<file path="src/rtl/program_memory.sv">
// program_memory: instruction store with a streaming loader port and a
// one-cycle registered fetch port. The loader walks its own write address
// (base + count, wrapping modulo DEPTH), handshakes each word and keeps a
// running checksum. Fetches are dropped while a load session is active.
module program_memory #(
  parameter int DATA_W = 8,
  parameter int ADDR_W = 8
) (
  input  logic              clk,
  input  logic              reset,
  input  logic              load_start,
  input  logic [ADDR_W-1:0] load_base,
  input  logic [ADDR_W:0]   load_len,
  input  logic              load_valid,
  input  logic [DATA_W-1:0] load_data,
  output logic              load_ready,
  output logic              load_busy,
  output logic              load_done,
  output logic              load_err,
  output logic [DATA_W-1:0] load_csum,
  input  logic              fetch_en,
  input  logic [ADDR_W-1:0] fetch_addr,
  output logic [DATA_W-1:0] fetch_data,
  output logic              fetch_valid
);

  localparam int              DEPTH   = 2 ** ADDR_W;
  localparam logic [ADDR_W:0] LEN_MAX = (ADDR_W + 1)'(DEPTH);
  localparam logic [ADDR_W:0] ONE     = (ADDR_W + 1)'(1);

  typedef enum logic [1:0] {
    S_IDLE = 2'd0,
    S_LOAD = 2'd1,
    S_DONE = 2'd2
  } state_t;

  state_t            r_state;
  logic [ADDR_W-1:0] r_base;
  logic [ADDR_W:0]   r_len;
  logic [ADDR_W:0]   r_count;
  logic [DATA_W-1:0] r_csum;
  logic              r_load_ready;
  logic              r_load_busy;
  logic              r_load_done;
  logic              r_load_err;
  logic [DATA_W-1:0] r_fetch_data;
  logic              r_fetch_valid;
  logic [DATA_W-1:0] r_mem [DEPTH];

  logic              w_accept;
  logic              w_last;
  logic [ADDR_W-1:0] w_waddr;
  logic [DATA_W-1:0] w_csum_next;

  // A word moves only in LOAD; the write address wraps naturally at ADDR_W bits.
  assign w_accept    = (r_state == S_LOAD) && load_valid;
  assign w_last      = (r_count == (r_len - ONE));
  assign w_waddr     = r_base + r_count[ADDR_W-1:0];
  assign w_csum_next = r_csum + load_data;

  // Session window captured with an accepted-or-not start; no reset needed,
  // the values are only consulted after the FSM has left IDLE.
  always_ff @(posedge clk) begin
    if ((r_state == S_IDLE) && load_start) begin
      r_base <= load_base;
      r_len  <= load_len;
    end
  end

  // Loader FSM: IDLE -> LOAD -> DONE -> IDLE, with all handshake flags registered.
  always_ff @(posedge clk or posedge reset) begin
    if (reset) begin
      r_state      <= S_IDLE;
      r_count      <= '0;
      r_csum       <= '0;
      r_load_ready <= 1'b0;
      r_load_busy  <= 1'b0;
      r_load_done  <= 1'b0;
      r_load_err   <= 1'b0;
    end else begin
      r_load_done <= 1'b0;
      r_load_err  <= 1'b0;
      case (r_state)
        S_IDLE: begin
          if (load_start) begin
            if (load_len > LEN_MAX) begin
              // Rejected request: checksum of the previous session survives.
              r_load_err <= 1'b1;
            end else if (load_len == '0) begin
              // Empty session: nothing written, but it still completes.
              r_count     <= '0;
              r_csum      <= '0;
              r_load_done <= 1'b1;
              r_state     <= S_DONE;
            end else begin
              r_count      <= '0;
              r_csum       <= '0;
              r_load_ready <= 1'b1;
              r_load_busy  <= 1'b1;
              r_state      <= S_LOAD;
            end
          end
        end
        S_LOAD: begin
          if (w_accept) begin
            r_count <= r_count + ONE;
            r_csum  <= w_csum_next;
            if (w_last) begin
              r_load_ready <= 1'b0;
              r_load_busy  <= 1'b0;
              r_load_done  <= 1'b1;
              r_state      <= S_DONE;
            end
          end
        end
        S_DONE: begin
          r_state <= S_IDLE;
        end
        default: begin
          r_state      <= S_IDLE;
          r_load_ready <= 1'b0;
          r_load_busy  <= 1'b0;
        end
      endcase
    end
  end

  // Storage array write; contents deliberately survive reset.
  always_ff @(posedge clk) begin
    if (w_accept) begin
      r_mem[w_waddr] <= load_data;
    end
  end

  // Fetch port: one-cycle read, dropped while a session is loading; data holds otherwise.
  always_ff @(posedge clk or posedge reset) begin
    if (reset) begin
      r_fetch_data  <= '0;
      r_fetch_valid <= 1'b0;
    end else if (fetch_en && !r_load_busy) begin
      r_fetch_data  <= r_mem[fetch_addr];
      r_fetch_valid <= 1'b1;
    end else begin
      r_fetch_valid <= 1'b0;
    end
  end

  assign load_ready  = r_load_ready;
  assign load_busy   = r_load_busy;
  assign load_done   = r_load_done;
  assign load_err    = r_load_err;
  assign load_csum   = r_csum;
  assign fetch_data  = r_fetch_data;
  assign fetch_valid = r_fetch_valid;

endmodule

</file>
<file path="config.mk">
export PLATFORM = sky130hd
export DESIGN_NAME = program_memory
export DESIGN_NICKNAME = d
export VERILOG_FILES = /design/src/rtl/program_memory.sv
export SDC_FILE = /design/constraint.sdc
export NUM_CORES = 2
export LEC_CHECK = 0
export CAP_MARGIN = 10
export CORE_MARGIN = 2
export CORE_UTILIZATION = 57
export DETAILED_ROUTE_END_ITERATION = 8
export PLACE_DENSITY = 0.83
export SYNTH_ARGS = -nofsm -noshare
export SYNTH_HDL_FRONTEND = slang
export SYNTH_SLANG_ARGS = --single-unit
</file>
<file path="constraint.sdc">
create_clock -name clk -period 3.4 [get_ports clk]
set_input_delay 0.68 -clock clk [delete_from_list [all_inputs] [get_ports clk]]
set_output_delay 0.68 -clock clk [all_outputs]
set_load 0.05 [all_outputs]
</file>
==> summary.txt <==
Global route
  • Total GRT Usage: roughly 30%
  • GRT overflow: 0
  • Largest net degree at the start of global routing: about 150
  • Initial antenna violation count: 3
  • First-pass GRT wire length: between 300000 and 400000 um
  • Vias in the first global route: ~44000

CTS
  • Clock sink count: 2096
  • CTS tree: done
  • CTS HTree Levels: 4
  • Clk slew on worst S/H paths: roughly 60 ps
  • Cts bufs inserted: roughly 200
  • Max Root-Sink Buffers: 3
  • Worst-Skew Late Latency: ~850 ps
  • Clock Tree Root: clkbuf_16

Status
  • Outcome: finished, violations left
  • Violated checks: setup timing

Yosys
  • Most common cell in the netlist: edfxtp_1
  • Largest family of logic cells by synthesized area: multiplexers
  • Synth Area in Compound Gates: roughly 2.3%
  • Post-synthesis simple-gate area fraction: under 10%
  • Post-synthesis sequential area ratio: about three quarters
  • Area contributors post-synth: edfxtp_1 76%, mux4_2 15%, mux2i_1 1.7%, nor2_1 1.3%, dfrtp_1 0.95%
  • Share of the synthesized area in the top cell type: roughly three quarters
  • Gate Count Post-Synth: 3776
  • Ys Warns: 0
  • Synth top cells by count: 2065 x edfxtp_1, 528 x mux4_2, 291 x nor2_1
  • Synth Flop Type: edfxtp_1
  • Synthesized-area fraction occupied by adder cells: less than 1%
  • Syn Nets: ~3800
  • Syn_area_per_cell: 21.7 um2
  • Post-synthesis async set-or-reset flop share: around 1.5%
  • Count of different cell masters after synthesis: 56
  • Synth area leader: edfxtp_1
  • Post-synthesis xor/xnor area fraction: less than 1%
  • EDFF count, synth: approximately 2100
  • Syn Std Cell Area: between 80000 and 90000 um2
  • Mux share of post-synthesis cell area: approximately 16%
  • #FFs+latches synth: approximately 2100

Place
  • Placed instance area: slightly below 90000 um2
  • Port bufs: 58
  • Gpl congestion: between 0.9 and 1
  • Post-DP HPWL: 129000 um
  • Placed Cells incl. Taps: roughly 6000

Hold path
  • Hold Crit Endpoint: r_mem[66][6]$_DFFE_PP_
  • HP Class: primary input to register
  • Worst hold start: load_data[6]
  • Hold Crit Depth: 1

Routing
  • Average vias per placed instance: approximately 6.9
  • ANT nets after route: 0
  • DR pass1 iterations: 9
  • Drt total wl: around 220000 um
  • Initial DRC count: 7205
  • Vias: 43900
  • DRC viols: 0
  • WL/cell: 35.1 um

Die
  • Ports: between 50 and 60
  • Initial Utilization: roughly 57%
  • Die Ht: 383 um
  • Row count: around 140
  • Die area: ~150000 um2
  • Die X: approximately 380 um
  • Core outline area: 143000 um2

STA
  • Max-slew headroom: approximately 16%
  • Max-slew violations: 0
  • Setup Viol. Count Final: 390
  • WHS: approximately 230 ps
  • Post-layout min period: 3520 ps
  • Final worst path period share: 104%
  • Clock skew: just over 50 ps
  • Hold Fails Final Rpt: 0
  • FMAX: between 0.2 and 0.3 GHz
  • Final WS setup: -121 ps
  • RSZ-0062 raised after global routing: true
  • Slew @ Worst Pin: 1230 ps

Critical path
  • Reg2reg end: r_mem[56][1]$_DFFE_PP_
  • WP data required: 3940 ps
  • Critical Path Source Type: register
  • Critical Path End Type: register
  • Worst path top cell family by delay: simple AND/OR/NAND/NOR gates
  • CP max stage delay: approximately 520 ps
  • Kind of critical path: register to register
  • Reg2Reg Depth: 11
  • Critical-path cell list: ha_2 > fa_2 > buf_4 > xnor2_2 > nand2b_1 > nor4_1 > nand2_1 > buf_12 > buf_6 > nor2_1 > buf_6
  • Critical Path AT: roughly 4000 ps
  • Bufs and invs on worst path: 4
  • Slowest cell on crit path: nor4_1
  • R2R Path Start: r_base[0]$_DFFE_PP_
  • Reg2Reg Setup Slack: -120 ps
  • Crit Path Max Fanout: 8
  • Most used cell along the critical path: buf_6

Final layout
  • Fin cells: 6341
  • Fin nets: between 4000 and 5000
  • Layout cell share with drive strength beyond 1: between 30% and 40%
  • Area grow syn2layout: 16.1%
  • Design Area, Final: between 90000 and 100000 um2
  • Fillcell total: 8252

Pwr
  • Maximum VDD drop: slightly below 0.7 mV
  • Pleak: 30.3 nW
  • Cell Pwr Density: ~610 nW/um2

Flow run
  • Max-cap violations: 0
-- metrics by stage --
| stage | util (%) | power, W | setup TNS, ps | setup slack (ps) |
|---|---|---|---|---|
| after floorplan | - | 0.0328 | 0 | 91.5 |
| after global placement | 61.3 | 0.0357 | -211480 | -487 |
| after detailed placement | 61.3 | 0.0359 | -258990 | -537 |
| after CTS | 66.0 | 0.0576 | -40.8 | -4.61 |
| after global routing | 66.4 | 0.0594 | -25920 | -94.8 |
| final | 66.4 | 0.0583 | -15060 | -121 |
-- state kept, by name (all words and copies together) (netlist names) --
signal and count:
r_state 2, fetch_data 8, load_done 1, load_err 1, r_mem 2048, r_base 8
r_len 9, load_busy 1, r_count 9, fetch_valid 1, load_csum 8
-- layer usage --
| layer | wire length [um] | vias to the layer above | global-route usage, % |
|---|---|---|---|
| li1 | - | 16800 | - |
| met1 | 73100 | 22600 | 38.3 |
| met2 | 108000 | 3757 | 47.7 |
| met3 | 29800 | 714 | 9.45 |
| met4 | 11700 | 8 | 13.0 |
| met5 | 163 | - | 0.496 |
-- final cells by class --
cell class	count	area, um2	share of cell area [%]
flip-flops and latches	2096	62800	66.1
repair buffers	508	4970	5.24
clock inverters	114	1070	1.13
diodes	2	5.00	0.00527
multi-input cells	1462	18500	19.5
inverters	12	45.0	0.0474
well taps	1903	2380	2.51
clock buffers	244	5200	5.47
-- repair_timing --
| item | CTS | global route |
|---|---|---|
| gates resized for setup | 157 | 115 |
| setup buffers | 1 | 8 |
| setup endpoints to repair | 1740 | 1714 |
| gates cloned | 1 | 1 |
| pin swaps | 1 | 0 |
| hold buffers | 0 | 0 |
-- power by group --
part           switching [W]  total [W]  internal [W]
Clock                0.00985     0.0218        0.0120
Combinational        0.00489    0.00729       0.00240
Sequential          0.000324     0.0292        0.0289
Total                 0.0151     0.0583        0.0433
-- placed cells by master, fill, tap and decap left out, drive strengths merged, types with 17 or more instances in the layout --
cell type / n
o21ai: 33
a21oi: 22
edfxtp: 2065
nand3: 32
clkinv: 76
clkdlybuf4s50: 45
nand2: 57
dfrtp: 31
mux4: 528
nor2: 291
o22ai: 84
inv: 21
a22oi: 32
buf: 453
clkbuf: 254
nor3: 31
mux2i: 136
xnor2: 17
-- how the worst max path moves through the flow --
stage / end / startpoint / cells past startpoint / slack, ps
global route: r_mem[56][3]$_DFFE_PP_ / r_base[0]$_DFFE_PP_ / 15 / -90
CTS: r_mem[143][0]$_DFFE_PP_ / r_base[1]$_DFFE_PP_ / 9 / -5
global placement: r_mem[247][1]$_DFFE_PP_ / load_valid / 7 / -490
detailed placement: r_mem[247][7]$_DFFE_PP_ / load_valid / 7 / -540
finish: r_mem[56][1]$_DFFE_PP_ / r_base[0]$_DFFE_PP_ / 11 / -120
floorplan: r_mem[105][0]$_DFFE_PP_ / r_count[0]$_DFFE_PP0P_ / 10 / 90
-- logic make-up after synthesis --
family,after synthesis
buf+inv,218
compound gates,263
xor+xnor,33
flops,2096
fa+ha+maj,18
simple gates,476
mux,672
(Power assumes the default switching activity.)
